**src/rtl/led_tx_pkg.sv**
```systemverilog
// Shared types and defaults for the LED blink transmitter and its scan-tick helpers.
package led_tx_pkg;

  typedef enum logic [1:0] {
    ST_IDLE = 2'd0,
    ST_ON   = 2'd1,
    ST_OFF  = 2'd2
  } led_state_e;

  localparam int DEF_DIV_RATIO = 10;
  localparam int DEF_ON_TICKS  = 4;
  localparam int DEF_OFF_TICKS = 4;
  localparam int DEF_CNT_W     = 4;

  function automatic int max2(input int a, input int b);
    return (a > b) ? a : b;
  endfunction

endpackage

```
**src/rtl/led_pulse_tx_tick_gen.sv**
```systemverilog
// Free-running scan-tick divider; holds at zero while disabled or cleared.
module tick_gen #(
  parameter int DIV_RATIO = 10
) (
  input  logic clk,
  input  logic rst,
  input  logic clr,
  input  logic en,
  output logic tick
);

  localparam int DW = $clog2(DIV_RATIO);
  localparam logic [DW-1:0] DIV_LAST = DW'(DIV_RATIO - 1);

  logic [DW-1:0] r_div;

  always_ff @(posedge clk) begin
    if (rst || clr)
      r_div <= '0;
    else if (en)
      r_div <= (r_div == DIV_LAST) ? '0 : r_div + DW'(1);
  end

  assign tick = en && (r_div == DIV_LAST);

endmodule

```
**src/rtl/led_pulse_tx.sv**
```systemverilog
// Blinks the LED req_count times: ON_TICKS scan ticks lit, OFF_TICKS dark, then pulses done.
module led_pulse_tx
  import led_tx_pkg::*;
#(
  parameter int DIV_RATIO = DEF_DIV_RATIO,
  parameter int ON_TICKS  = DEF_ON_TICKS,
  parameter int OFF_TICKS = DEF_OFF_TICKS,
  parameter int CNT_W     = DEF_CNT_W
) (
  input  logic             clk,
  input  logic             rst,
  input  logic             req_valid,
  input  logic [CNT_W-1:0] req_count,
  output logic             req_ready,
  input  logic             abort,
  output logic             led,
  output logic             busy,
  output logic             done
);

  localparam int PH_W = $clog2(max2(ON_TICKS, OFF_TICKS) + 1);
  localparam logic [PH_W-1:0] ON_LAST  = PH_W'(ON_TICKS - 1);
  localparam logic [PH_W-1:0] OFF_LAST = PH_W'(OFF_TICKS - 1);

  led_state_e       r_state, w_state_nxt;
  logic [PH_W-1:0]  r_phase;
  logic [CNT_W-1:0] r_remaining;
  logic             r_led, r_busy, r_done;
  logic             w_led_nxt, w_busy_nxt, w_done_nxt;
  logic             w_accept, w_in_seq, w_kill, w_tick;
  logic             w_on_end, w_off_end, w_last_blink;

  assign req_ready    = (r_state == ST_IDLE) && !abort;
  assign w_accept     = req_valid && req_ready;
  assign w_in_seq     = (r_state != ST_IDLE);
  assign w_kill       = abort && w_in_seq;
  assign w_on_end     = (r_state == ST_ON)  && w_tick && (r_phase == ON_LAST);
  assign w_off_end    = (r_state == ST_OFF) && w_tick && (r_phase == OFF_LAST);
  assign w_last_blink = (r_remaining == CNT_W'(1));

  tick_gen #(.DIV_RATIO(DIV_RATIO)) u_tick (
    .clk  (clk),
    .rst  (rst),
    .clr  (w_kill || w_accept),
    .en   (w_in_seq),
    .tick (w_tick)
  );

  always_ff @(posedge clk) begin
    if (rst) begin
      r_state <= ST_IDLE;
      r_led   <= 1'b0;
      r_busy  <= 1'b0;
      r_done  <= 1'b0;
    end else begin
      r_state <= w_state_nxt;
      r_led   <= w_led_nxt;
      r_busy  <= w_busy_nxt;
      r_done  <= w_done_nxt;
    end
  end

  // Abort outranks a coincident phase-ending tick.
  always_comb begin
    w_state_nxt = r_state;
    case (r_state)
      ST_IDLE: if (w_accept && (req_count != '0)) w_state_nxt = ST_ON;
      ST_ON: begin
        if (w_kill)        w_state_nxt = ST_IDLE;
        else if (w_on_end) w_state_nxt = ST_OFF;
      end
      ST_OFF: begin
        if (w_kill)         w_state_nxt = ST_IDLE;
        else if (w_off_end) w_state_nxt = w_last_blink ? ST_IDLE : ST_ON;
      end
      default: w_state_nxt = ST_IDLE;
    endcase
  end

  // Zero-count requests complete immediately without lighting the LED.
  always_comb begin
    w_led_nxt  = (w_state_nxt == ST_ON);
    w_busy_nxt = (w_state_nxt != ST_IDLE);
    w_done_nxt = (w_accept && (req_count == '0)) ||
                 (w_off_end && !abort && w_last_blink);
  end

  always_ff @(posedge clk) begin
    if (rst) begin
      r_phase     <= '0;
      r_remaining <= '0;
    end else begin
      if (w_accept)
        r_remaining <= req_count;
      else if (!w_kill && w_off_end && !w_last_blink)
        r_remaining <= r_remaining - CNT_W'(1);

      if (w_state_nxt != r_state || w_kill)
        r_phase <= '0;
      else if (w_tick)
        r_phase <= r_phase + PH_W'(1);
    end
  end

  assign led  = r_led;
  assign busy = r_busy;
  assign done = r_done;

endmodule
```
**config.mk**
```make
export PLATFORM = sky130hd
export DESIGN_NAME = led_pulse_tx
export DESIGN_NICKNAME = d
export VERILOG_FILES = /design/src/rtl/led_tx_pkg.sv /design/src/rtl/led_pulse_tx_tick_gen.sv /design/src/rtl/led_pulse_tx.sv
export SDC_FILE = /design/constraint.sdc
export NUM_CORES = 1
export LEC_CHECK = 0
export CORE_AREA = 2 2 43 45
export DETAILED_ROUTE_END_ITERATION = 10
export DIE_AREA = 0 0 45 47
export GPL_ROUTABILITY_DRIVEN = 1
export PLACE_DENSITY_LB_ADDON = 0.3
export SETUP_SLACK_MARGIN = 0.3
export SYNTH_ARGS = -nofsm -noshare
export SYNTH_HDL_FRONTEND = slang
export SYNTH_SLANG_ARGS = --single-unit
```
**constraint.sdc**
```tcl
create_clock -name clk -period 4.46 [get_ports clk]
set_input_delay 0.892 -clock clk [delete_from_list [all_inputs] [get_ports clk]]
set_output_delay 0.892 -clock clk [all_outputs]
set_load 0.02 [all_outputs]
```
Word-level counts from Yosys, hierarchy flattened
Cells that the tools add are included.
{"block": "word_totals", "regBits": 16, "input_bits": 8, "output_inout_bits": 4, "wordCells": 55}
{"block": "classes", "addsub": 3, "n_eq_ne": 7, "n_mux": 10, "reduce_logical": 28}
{"op": "$logic_and A1 B1 Y1", "n": 14}
{"op": "$mux W4", "n": 3}
{"op": "$mux W2", "n": 5}
{"op": "$pmux W2 S3", "n": 1}
{"op": "$reduce_bool A2 Y1", "n": 3}
{"op": "$add A4 B1 Y4 const B", "n": 1}
{"op": "$eq A2 B1 Y1 const B", "n": 2}
{"op": "$eq A4 B1 Y1 const B", "n": 1}
{"op": "$eq A4 B4 Y1 const B", "n": 1}
{"op": "$logic_not A4 Y1", "n": 1}
{"op": "$logic_or A1 B1 Y1", "n": 4}
{"op": "$reduce_bool A4 Y1", "n": 1}
{"op": "$sub A4 B1 Y4 const B", "n": 1}
{"op": "$add A3 B1 Y3 const B", "n": 1}
{"op": "$eq A3 B2 Y1 const B", "n": 1}
{"op": "$logic_not A1 Y1", "n": 3}
{"op": "$eq A2 B2 Y1 const B", "n": 1}
{"op": "$logic_not A2 Y1", "n": 1}
{"op": "$ne A2 B2 Y1", "n": 1}
{"op": "$reduce_or A2 Y1", "n": 1}
{"op": "$mux W1", "n": 1}

Logic depth before layout (Yosys ltp)
Gate-level depths: netlist of the first run.
{"block": "depth", "ltp_word": 10, "ltp_mapped": 6, "mapped_depth_nobuf": 6}

Modules after synthesis
From an unflattened synthesis of the first run, not the netlist that was laid out.
{"block": "unflattened", "hier_cells": 97, "area_unflattened_um2": 905.9}
{"mod": "led_pulse_tx", "instances": 1, "cells_per_inst": 77, "area_each_um2": 713.2, "seq_area_each_um2": 240.2}
{"mod": "tick_gen", "instances": 1, "cells_per_inst": 20, "area_each_um2": 192.7, "seq_area_each_um2": 80.1}

Least setup slack after synthesis of the first run
Ideal clock, no wire load.
{"block": "synth_timing", "kind": "in2out", "from": "input port abort", "to": "output port req_ready", "arrival_time_ns": 1.197, "t_required_ns": 3.568, "slack_ns": 2.371, "cell_stages": 1, "path_buffers": 0, "path_cell_list": "nor3_2"}
{"block": "synth_between", "elab_chain_cells": 2}
{"item": "from (decl)", "line": "led_pulse_tx.sv:15", "text": "input logic abort,"}
{"item": "$logic_not A1 Y1", "line": "led_pulse_tx.sv:33", "text": "assign req_ready = (r_state == ST_IDLE) && !abort;"}
{"item": "$logic_and A1 B1 Y1", "line": "led_pulse_tx.sv:33"}
{"item": "to (decl)", "line": "led_pulse_tx.sv:14", "text": "output logic req_ready,"}
No other way between the ends.

Final worst setup path of the first run
Ends and elaborated chain as after synthesis.

==> results of run 1 <==
==> metal layers <==
metal | global-route usage | up-vias | wire (microns)
met2 | 0.351 | 13 | 901
met3 | 0.0269 | 5 | 48
met1 | 0.248 | 355 | 777
met5 | 0 | - | 0
li1 | - | 382 | -
met4 | 0.106 | 0 | 41
==> worst max-delay path, stage by stage <==
cell             delay [ns]
clkdlybuf4s50_1        0.54
nor3_2                 0.20
clkdlybuf4s50_1        0.63
==> kinds of logic after synthesis <==
logic type / after synthesis / synth area share
compound gates: 23 / 0.174
xor+xnor: 3 / 0.0302
fa+ha+maj: 4 / 0.0575
buf+inv: 8 / 0.0374
flops: 16 / 0.368
mux: 1 / 0.0115
simple gates: 43 / 0.322
==> stage by stage <==
| stage | std cells | cell area [sq um] | util | setup WS, ns | total power [mW] |
|---|---|---|---|---|---|
| floorplan | 98 | 871 | - | 2.37 | 0.178 |
| global placement | 123 | 988 | 0.598 | 1.32 | 0.193 |
| detailed placement | 123 | 988 | 0.598 | 1.29 | 0.194 |
| CTS | 126 | 1010 | 0.612 | 1.28 | 0.268 |
| global route | 126 | 1010 | 0.612 | 1.24 | 0.278 |
| finish | 126 | 1010 | 0.612 | 1.30 | 0.265 |
==> cell usage in the layout, fill, tap and decap left out, drive strengths merged <==
| master | n |
|---|---|
| a311o | 1 |
| nor2 | 11 |
| clkdlybuf4s50 | 11 |
| nor4b | 2 |
| nor4 | 5 |
| nand3b | 1 |
| nand2b | 2 |
| clkbuf | 3 |
| a22oi | 1 |
| o21ai | 5 |
| nor3b | 2 |
| a21o | 1 |
| and4 | 1 |
| mux2i | 1 |
| and3 | 1 |
| o21a | 1 |
| dfxtp | 16 |
| or3b | 1 |
| xor2 | 1 |
| a21oi | 6 |
| nor3 | 7 |
| a31oi | 1 |
| nand4b | 2 |
| ha | 4 |
| or2 | 1 |
| a211oi | 5 |
| xnor2 | 2 |
| nor2b | 3 |
| inv | 5 |
| o211ai | 2 |
| nand2 | 4 |
==> cell type report <==
cell class | count | area [sq um]
sequential | 16 | 320
fill | 158 | 641
multi-input combinational | 74 | 518
clock buffer | 3 | 22.5
tap | 17 | 21.3
timing repair buffer | 11 | 110
inverter | 5 | 18.8
==> flip-flops by register name (all words and copies together), names as in the netlist <==
register / flops
r_phase: 3
r_state: 2
r_remaining: 4
u_tick.r_div: 4
led: 1
busy: 1
done: 1
==> how the worst max path moves through the flow <==
stage	startpoint	endpoint	slack, ns
2_1_floorplan	abort	req_ready	2.37
3_3_place_gp	abort	req_ready	1.32
3_5_place_dp	abort	req_ready	1.29
4_1_cts	abort	req_ready	1.28
5_1_grt	abort	req_ready	1.24
6_report	abort	req_ready	1.30
==> power breakdown <==
part | switching, mW | total [mW] | internal, mW
clock | 0.0428 | 0.0742 | 0.0314
combinational | 0.0196 | 0.0380 | 0.0185
sequential | 0.00523 | 0.153 | 0.147
==> results.md, run 1 <==
* Outcome: completed
* Share of cells above drive strength 1 at 0.0917
* Clk_lat worst skew at 0.28 ns
* Vias in the first global route at 722
* FF-to-FF End: r_remaining[1]
* Grt total ovfl at 0
* Synthesized Nets at 110
* Die area at 2120 sq um
* DPL Wire Length at 1370 microns
* Residual DRC count at 0
* CTS tree: done
* CTS Hold Bufs at 0
* Worst R2R Setup Slack at 2.68 ns
* Async SR Flop Fraction at 0
* Synth warnings at 0
* Slew margin rel. at 0.602
* Final clock period utilization by the worst path at 0.709
* Setup Total Neg Slack at 0 ns
* Antenna diode instance count at 0
* Post-Syn Instances at 98
* Antenna-violating nets left at 0
* Initial DRC count at 15
* Max clock buf depth at 2
* Root Driver: clkbuf_4
* Number of flops mapped to enable cells by yosys at 0
* DR vias/cell at 5.99
* Final setup fails at 0
* Max-slew violation count at 0
* Wire per inst at 14.0 microns
* Clock tree sinks at 16
* 1st-pass router iterations at 4
* Gpl congestion at 0.815
* Nets at 123
* Postcts setup bufs at 0
* I/O pin cnt at 12
* Mapped Area at 871 sq um
* Post-CTS resize count at 0
* Peak VDD IR at 202 uV
* Clock Skews at 0.00163 ns
* Most common cell in the netlist: dfxtp_1
* WHS Path Cells at 2
* Crit path DAT at 2.27 ns
* Starting Density at 0.527
* Synthesis-to-layout area growth at 16.1%
* GRT Resource Usage Total at 0.204
* Worst r2r src: r_phase[0]
* Hold WS at 0.511 ns
* Post-synth top area cell: dfxtp_1
* Pin count of the biggest net entering global routing at 14
* Largest cells by area after synthesis: dfxtp_1 37%, ha_1 5.7%, nor2_1 4.7%, a21oi_1 3.4%, a211oi_1 3.4%
* H-tree levels at 1
* Top cell type's share of synthesized area at 0.368
* Via count at 755
* Commonest cells in the netlist: 16 x dfxtp_1, 11 x nor2_1, 6 x a21oi_1
* Crit-path max FO at 7
* Worst R2R Path Depth at 6
* Startpoint types: input pin
* Worst Hold Launch: r_phase[1]
* Unique masters post-synth at 37
* CP Data Required Time at 3.57 ns
* CTS Buf Count at 3
* Post-synthesis sequential area ratio at 0.368
* Crit path kind: in2out
* DIE WIDTH at 45 microns
* Core area at 1650 sq um
* Min Clock Period, post-route at 3.16 ns
* PwrDens at 262 nW/um^2
* Lkg Pwr at 0.348 nW
* Worst-Margin Slew at 0.595 ns
* Global-route wire length before repair at 3080 microns
* Initial antenna violation count at 0
* Top FF cell, synth: dfxtp_1
* Post-Syn Area per Cell at 8.89 sq um
* Die Height at 47 microns
* Hold Crit Class: reg2reg
* RSZ-0062 raised after global routing: no
* Rows at 15
* Max-cap violations at 0
* F_max at 316 MHz
* Clk slew on worst S/H paths at 0.09 ns
* #FFs+latches synth at 16
* Fin. Hold Viols at 0
* IO Port Bufs at 11
* CP endpoint kind: primary output
* Hold Path End: r_phase[1]
* Routed Wire Length at 1770 microns
Power figures use the tool's default switching activity.
==> run 2: changes to the inputs <==
--- a/config.mk
+++ b/config.mk
@@ -5,9 +5,9 @@
 export SDC_FILE = /design/constraint.sdc
 export NUM_CORES = 1
 export LEC_CHECK = 0
-export CORE_AREA = 2 2 43 45
+export CORE_AREA = 2 2 44 46
 export DETAILED_ROUTE_END_ITERATION = 10
-export DIE_AREA = 0 0 45 47
+export DIE_AREA = 0 0 46 48
 export GPL_ROUTABILITY_DRIVEN = 1
 export PLACE_DENSITY_LB_ADDON = 0.3
 export SETUP_SLACK_MARGIN = 0.3
==> constraint.sdc (replaced) <==
create_clock -name clk -period 3.3 [get_ports clk]
set_input_delay 0.66 -clock clk [delete_from_list [all_inputs] [get_ports clk]]
set_output_delay 0.66 -clock clk [all_outputs]
set_load 0.02 [all_outputs]
==> run 2 against run 1 <==
Net effect: cell area unchanged; total power up 35%; sequential cell count unchanged; setup slack worse by 0.68 ns; critical path depth unchanged; clock skew up 0.00086 ns; largest cell class unchanged; register-to-register slack worse by 1.1 ns.
==> results.md, run 2 (synthesis gave the netlist of run 1 again) <==
* F_max at 373 MHz
* Post-CTS resize count at 0
* CP startpoint: abort
* DR vias/cell at 5.98
* Most common cell after layout, fill and taps aside: dfxtp_1
* Fin. Hold Viols at 0
* Global-route wire length before repair at 2840 microns
* Worst R2R Path Depth at 6
* Regs by FF count: r_remaining (4), u_tick.r_div (4), r_phase (3)
* Clock tree sinks at 16
* Clk slew on worst S/H paths at 0.09 ns
* Residual DRC count at 0
* CTS Hold Bufs at 0
* Hold Crit Class: reg2reg
* CP max-delay cell: clkdlybuf4s50_1
* Crit path kind: in2out
* Clk_lat worst skew at 0.28 ns
* Final setup fails at 0
* Antenna-violating nets left at 0
* CP endpoint kind: primary output
* Pin count of the biggest net entering global routing at 14
* 1st-pass router iterations at 4
* Max-cap violations at 0
* Share of cells above drive strength 1 at 0.0917
* Vias in the first global route at 662
* Initial antenna violation count at 0
* Synthesis-to-layout area growth at 16.1%
* CP cell instances: clkdlybuf4s50_1 -> nor3_2 -> clkdlybuf4s50_1
* Tot Pwr at 0.357 mW
* CP Data Required Time at 2.64 ns
* Max clock buf depth at 2
* Cell count after placement at 123
* PwrDens at 353 nW/um^2
* Nets at 123
* Dpl cell area at 988 sq um
* Worst-Margin Slew at 0.613 ns
* Number of stages on the worst setup path at 3
* Worst r2r src: r_phase[0]
* Final setup margin at 0.616 ns
* Postcts setup bufs at 0
* CP peak stage delay at 0.63 ns
* Setup Total Neg Slack at 0 ns
* Starting Density at 0.516
* RSZ-0062 raised after global routing: no
* Max-slew violation count at 0
* Delay-heaviest family, CP: buffers and inverters
* Clock Skews at 0.00248 ns
* IO Port Bufs at 11
* DIE WIDTH at 46 microns
* Initial DRC count at 11
* # fillers at 151
* Antenna diode instance count at 0
* FF-to-FF End: r_remaining[1]
* Grt total ovfl at 0
* WP buf/inv at 2
* Core area at 1690 sq um
* Crit-path max FO at 7
* Routed Wire Length at 1820 microns
* Most frequent cells in the layout: 16 x dfxtp_1, 11 x nor2_1, 11 x clkdlybuf4s50_1
* Rows at 15
* Setup crit end: req_ready
* Startpoint types: input pin
* Root Driver: clkbuf_4
* Finished layout cell area at 1010 sq um
* GRT Resource Usage Total at 0.182
* Hold WS at 0.504 ns
* Final non-filler cell total at 126
* Final clock period utilization by the worst path at 0.813
* I/O pin cnt at 12
* Min Clock Period, post-route at 2.68 ns
* Utilization after layout at 0.599
* Gpl congestion at 0.835
* Crit path DAT at 2.02 ns
* CTS Buf Count at 3
* Via count at 754
* Slew margin rel. at 0.590
* H-tree levels at 1
* Outcome: completed
* Wire per inst at 14.5 microns
* DPL Wire Length at 1400 microns
* DP Worst Slack at 0.625 ns
* Peak VDD IR at 277 uV
* Critical Path Most Common Cell: clkdlybuf4s50_1
* Lkg Pwr at 0.348 nW
* CTS tree: done
* Die Height at 48 microns
* Worst R2R Setup Slack at 1.54 ns
* Die area at 2210 sq um
run 2: final cells by class:
type / count / area (sq um) / share of cell area
clock buffers: 3 / 22.5 / 0.0223
inverters: 5 / 18.8 / 0.0186
multi-input cells: 74 / 518 / 0.512
flip-flops and latches: 16 / 320 / 0.317
well taps: 17 / 21.3 / 0.0210
repair buffers: 11 / 110 / 0.109
run 2: tightest hold or removal path, cell delays in order (launching register included):
cell and delay [ns]:
dfxtp_1 0.32, nor2_1 0.09, a211oi_1 0.05
run 2: how the worst min path moves through the flow:
stage,start,endpoint,slack [ns],depth (start not counted)
floorplan,r_phase[1],r_phase[1],0.46,2
global placement,r_phase[1],r_phase[1],0.48,2
detailed placement,r_phase[1],r_phase[1],0.49,2
CTS,r_phase[2],r_phase[2],0.50,2
global route,r_phase[2],r_phase[2],0.54,2
finish,r_phase[2],r_phase[2],0.50,2
run 2: routing by layer:
metal,up-vias,global-route usage,part of all wire
li1,387,-,-
met1,341,0.209,0.43
met2,19,0.333,0.49
met3,7,0.0226,0.043
met4,0,0.0857,0.029
met5,-,0,0
run 2: power by group:
group | switching [mW] | internal [mW] | total [mW]
logic | 0.0266 | 0.0250 | 0.0515
registers | 0.00706 | 0.199 | 0.206
clock network | 0.0573 | 0.0424 | 0.0997
